[src/rtl/vga_sync_gen.sv]
`default_nettype none
// ============================================================================
// Module      : vga_sync_gen
// Description : 640x480@60 VGA pixel-timing generator: pixel enable, scan
//               counters, registered sync/video_on, and a per-frame refr_tick.
//               Build option VGA_SYNC_DELAY_EN delays hsync/vsync by one pixel.
// Revision    : 1.0 - initial release
// ============================================================================
module vga_sync_gen #(
    parameter int TICK_DIV  = 2,
    parameter int H_DISPLAY = 640,
    parameter int H_FRONT   = 16,
    parameter int H_SYNC    = 96,
    parameter int H_BACK    = 48,
    parameter int V_DISPLAY = 480,
    parameter int V_FRONT   = 10,
    parameter int V_SYNC    = 2,
    parameter int V_BACK    = 33
) (
    input  logic       clk,
    input  logic       reset,
    output logic       p_tick,
    output logic [9:0] pix_x,
    output logic [9:0] pix_y,
    output logic       video_on,
    output logic       hsync,
    output logic       vsync,
    output logic       refr_tick
);

    localparam int c_div_w = (TICK_DIV > 1) ? $clog2(TICK_DIV) : 1;

    localparam logic [9:0] c_h_last     = 10'(H_DISPLAY + H_FRONT + H_SYNC + H_BACK - 1);
    localparam logic [9:0] c_v_last     = 10'(V_DISPLAY + V_FRONT + V_SYNC + V_BACK - 1);
    localparam logic [9:0] c_h_disp     = 10'(H_DISPLAY);
    localparam logic [9:0] c_v_disp     = 10'(V_DISPLAY);
    localparam logic [9:0] c_v_disp_end = 10'(V_DISPLAY - 1);
    localparam logic [9:0] c_hs_start   = 10'(H_DISPLAY + H_FRONT);
    localparam logic [9:0] c_hs_end     = 10'(H_DISPLAY + H_FRONT + H_SYNC - 1);
    localparam logic [9:0] c_vs_start   = 10'(V_DISPLAY + V_FRONT);
    localparam logic [9:0] c_vs_end     = 10'(V_DISPLAY + V_FRONT + V_SYNC - 1);

    logic       w_p_tick;
    logic       w_h_end;
    logic       w_v_end;
    logic [9:0] w_x_next;
    logic [9:0] w_y_next;

    logic [9:0] r_pix_x;
    logic [9:0] r_pix_y;
    logic       r_video_on;
    logic       r_hsync;
    logic       r_vsync;
    logic       r_refr_tick;

    generate
        if (TICK_DIV > 1) begin : g_div_multi
            logic [c_div_w-1:0] r_div_cnt;

            always_ff @(posedge clk or negedge reset) begin
                if (!reset) begin
                    r_div_cnt <= '0;
                end else if (r_div_cnt == c_div_w'(TICK_DIV - 1)) begin
                    r_div_cnt <= '0;
                end else begin
                    r_div_cnt <= r_div_cnt + c_div_w'(1);
                end
            end

            assign w_p_tick = (r_div_cnt == c_div_w'(TICK_DIV - 1));
        end else begin : g_div_single
            assign w_p_tick = 1'b1;
        end
    endgenerate

    assign w_h_end  = (r_pix_x == c_h_last);
    assign w_v_end  = (r_pix_y == c_v_last);
    assign w_x_next = !w_p_tick ? r_pix_x :
                      (w_h_end ? 10'd0 : r_pix_x + 10'd1);
    assign w_y_next = !(w_p_tick && w_h_end) ? r_pix_y :
                      (w_v_end ? 10'd0 : r_pix_y + 10'd1);

    // Decode from the next counter values so the registered flags line up
    // with the coordinates they describe.
    always_ff @(posedge clk or negedge reset) begin
        if (!reset) begin
            r_pix_x     <= 10'd0;
            r_pix_y     <= 10'd0;
            r_video_on  <= 1'b1;
            r_hsync     <= 1'b1;
            r_vsync     <= 1'b1;
            r_refr_tick <= 1'b0;
        end else begin
            r_pix_x     <= w_x_next;
            r_pix_y     <= w_y_next;
            r_video_on  <= (w_x_next < c_h_disp) && (w_y_next < c_v_disp);
            r_hsync     <= !((w_x_next >= c_hs_start) && (w_x_next <= c_hs_end));
            r_vsync     <= !((w_y_next >= c_vs_start) && (w_y_next <= c_vs_end));
            r_refr_tick <= w_p_tick && w_h_end && (r_pix_y == c_v_disp_end);
        end
    end

`ifdef VGA_SYNC_DELAY_EN
    logic r_hsync_d;
    logic r_vsync_d;

    // One-pixel lag to match a graphics stage that registers its RGB output.
    always_ff @(posedge clk or negedge reset) begin
        if (!reset) begin
            r_hsync_d <= 1'b1;
            r_vsync_d <= 1'b1;
        end else if (w_p_tick) begin
            r_hsync_d <= r_hsync;
            r_vsync_d <= r_vsync;
        end
    end

    assign hsync = r_hsync_d;
    assign vsync = r_vsync_d;
`else
    assign hsync = r_hsync;
    assign vsync = r_vsync;
`endif

    assign p_tick    = w_p_tick;
    assign pix_x     = r_pix_x;
    assign pix_y     = r_pix_y;
    assign video_on  = r_video_on;
    assign refr_tick = r_refr_tick;

endmodule
`default_nettype wire

[config.mk]
export PLATFORM = sky130hd
export DESIGN_NAME = vga_sync_gen
export DESIGN_NICKNAME = d
export VERILOG_FILES = /design/src/rtl/vga_sync_gen.sv
export SDC_FILE = /design/constraint.sdc
export NUM_CORES = 1
export LEC_CHECK = 0
export CAP_MARGIN = 5
export CORE_MARGIN = 2
export CORE_UTILIZATION = 35
export CTS_CLUSTER_DIAMETER = 50
export DETAILED_ROUTE_END_ITERATION = 10
export REMOVE_ABC_BUFFERS = 1
export SLEW_MARGIN = 40
export SYNTH_ARGS = -nofsm -noshare
export SYNTH_HDL_FRONTEND = slang
export SYNTH_SLANG_ARGS = --single-unit
[constraint.sdc]
create_clock -name clk -period 2.1 [get_ports clk]
set_input_delay 0.42 -clock clk [delete_from_list [all_inputs] [get_ports clk]]
set_output_delay 0.42 -clock clk [all_outputs]
set_load 0.02 [all_outputs]
==> metrics.md <==
| Metric | Value |
|---|---|
| Yosys cell types | `42` |
| Layout cells sized above 1 | `18.69%` |
| Slew @ Worst Pin | `0.3135 ns` |
| Num CTS Buffers | `3` |
| Die footprint | `0.004856 mm^2` |
| Clock Skew | `0.003201 ns` |
| FF+latch count, synth | `25` |
| R2r worst-path depth | `5` |
| Top Usage Layer GRT | `met2` |
| Leakage | `0.8027 nW` |
| Longest Clk Path Bufs | `2` |
| Setup bufs post-CTS | `0` |
| Worst vdd ir | `0.1948 mV` |
| Async SR Flop Fraction | `100.0%` |
| Number of synthesized flops with an enable pin | `0` |
| First-pass GRT wire length | `6265 um` |
| Yosys Warn Count | `0` |
| Routed vias | `1,334` |
| Iteration count of the initial detailed-routing pass | `4` |
| Initial antenna violation count | `0` |
| Max-cap viol count | `0` |
| Drt drc | `0` |
| CP Launch Type | `register` |
| Root Buffer | `clkbuf_8` |
| Hold-fix buffers, CTS | `0` |
| WP data required | `1.68 ns` |
| Tmin final | `1.998 ns` |
| Fillers | `406` |
| Gr ovfl total | `0` |
| Site row count | `23` |
| Mean Syn Cell Area | `9.322 um^2` |
| Max Slew Vio Count | `0` |
| Crit-path max FO | `9` |
| Top-Level Pins | `27` |
| Die Height | `69.69 um` |
| Area share of the largest cell type after synthesis | `36.45%` |
| Post-Synthesis Cell Area | `0.001510 mm^2` |
| Final Setup Violations | `0` |
| Mapped Cells | `162` |
| Leading area contributor after synthesis | `dfrtp_1` |
| Ant. Diodes | `0` |
| Residual antenna-violating net count after detailed routing | `0` |
| Met3 GRT Util | `1.890%` |
| Fin util | `48.29%` |
| Final Hold Viols | `0` |
| CTS tree | `built` |
| Total GRT Usage | `15.90%` |
| Seq/Total Area, Yosys | `41.67%` |
| Worst-skew pair later-pin latency | `0.27 ns` |
| PD cells | `400.3 mW/mm^2` |
| Fin crit share | `95.16%` |
| Starting Density | `36.96%` |
| Max Clk Rate | `500.4 MHz` |
| Synth-to-Final Area Change | `30.65%` |
| Core Box Area | `0.004086 mm^2` |
| Pre-CTS setup slack | `0.04681 ns` |
| Iteration-0 DRC Markers | `56` |
| Largest net degree at the start of global routing | `26` |
| Worst-path clk slew | `0.09 ns` |
| DR WL/cell | `14.75 um` |
| Vias in the first global route | `1,283` |
| Routed wire length | `3657 um` |
| Met2 usage | `24.47%` |
| Post-synth top flop | `dfrtp_1` |
| Fin nets | `204` |
| Worst Path Arrival | `1.58 ns` |
| Reg2reg setup slack | `0.14 ns` |
| Crit path capture type | `output pin` |
| Die W | `69.69 um` |
| Via density | `5.379` |
| IO buf count | `26` |
| Setup slack after layout | `0.1016 ns` |
| Worst Hold Class | `in -> async` |
| DPL Wire Length | `2751 um` |
| Worst rel slew slack | `78.83%` |
| CTS H-tree depth | `1` |
| Placer congestion estimate | `0.8643` |
| Critical Setup Path Class | `reg -> out` |
| Fin Hold WS | `0.4965 ns` |
| RSZ-0062 raised after global routing | `false` |
| CTS sink cnt | `25` |
| Global Route met1 Usage | `23.22%` |
| Cells resized by post-CTS repair | `0` |
| Ranking of synthesized cells by area | `dfrtp_1 36%, xnor2_1 6.4%, dfstp_2 5.2%` |
| Outcome | `complete, no violations` |
Yosys cell counts, drive strengths merged, types with 3 or more instances:
cell	instances
nor4	4
nand4	8
nor3	10
dfrtp	22
dfstp	3
a21oi	3
nand3	8
or3	5
o21ai	8
xnor2	11
ha	3
nand2	8
inv	11
and4	3
and3	5
nor2	13
clkbuf	5
buf	7
worst paths after layout:
path,startpoint,to
max,p_tick,p_tick
min,reset,pix_x[5]
max reg2reg,pix_y[5],video_on
min reg2reg,pix_y[8],pix_y[8]
max in group asynchronous,reset,vsync
min in group clk,pix_y[8],pix_y[8]
routing by layer:
layer  vias to the layer above  share of wire (%)
met2                        21                 48
met4                         0                1.0
li1                        653                  -
met1                       656                 48
met3                         4                3.3
met5                         -                  0
state kept, by name (all words and copies together) (netlist names):
signal	flops
pix_y	10
video_on	1
vsync	1
pix_x	10
p_tick	1
hsync	1
refr_tick	1
cell usage in the layout (no fill, tap or decap), types with 3 or more instances in the layout:
cell / Yosys / final
xnor2_1: 11 / 11
nand4_1: 8 / 8
clkdlybuf4s50_1: 0 / 26
nor2_1: 13 / 13
nor3_1: 9 / 9
dfrtp_1: 22 / 22
dfstp_2: 3 / 3
and3_1: 5 / 5
nand2_1: 8 / 8
inv_1: 11 / 11
or3_4: 2 / 3
nand3_1: 8 / 7
clkbuf_8: 0 / 3
o21ai_0: 8 / 8
buf_4: 0 / 18
and4_1: 3 / 3
cell families after synthesis:
family / synth area share, %
AO/OA/AOI/OAI: 11.85
XOR/XNOR: 6.959
adder cells (fa/ha/maj): 2.486
buffers and inverters: 7.539
flip-flops: 41.67
multiplexers: 1.326
AND/OR/NAND/NOR: 28.17
worst max-delay path: stages (launching register included):
cell and delay, ns:
dfrtp_1 0.52, buf_4 0.19, clkdlybuf4s50_1 0.60
through the flow:
stage          cells  total power, W  setup TNS, ns  instance area (um^2)
5_1_grt          248       0.0008217              0                  1973
2_1_floorplan    150       0.0004907        -0.1382                  1438
4_1_cts          248       0.0008021              0                  1942
3_5_place_dp     244       0.0005039              0                  1896
3_3_place_gp     244       0.0005036              0                  1896
6_report         248       0.0007899              0                  1973
cell type report:
cell class	instances	area, um^2	share of cell area [%]
multi-input cells	114	798.3	40.46
inverters	11	41.29	2.093
flip-flops and latches	25	629.4	31.90
repair buffers	44	395.4	20.04
well taps	50	62.56	3.171
clock buffers	3	41.29	2.093
clock inverters	1	5.005	0.2536
power by group:
group	internal, W	switching [W]
Sequential	0.000481	0
Clock	0.000133	0.000163
Combinational	0.00000284	0.00000941
Total	0.000617	0.000173
No activity file was read; power rests on OpenSTA's default activity.
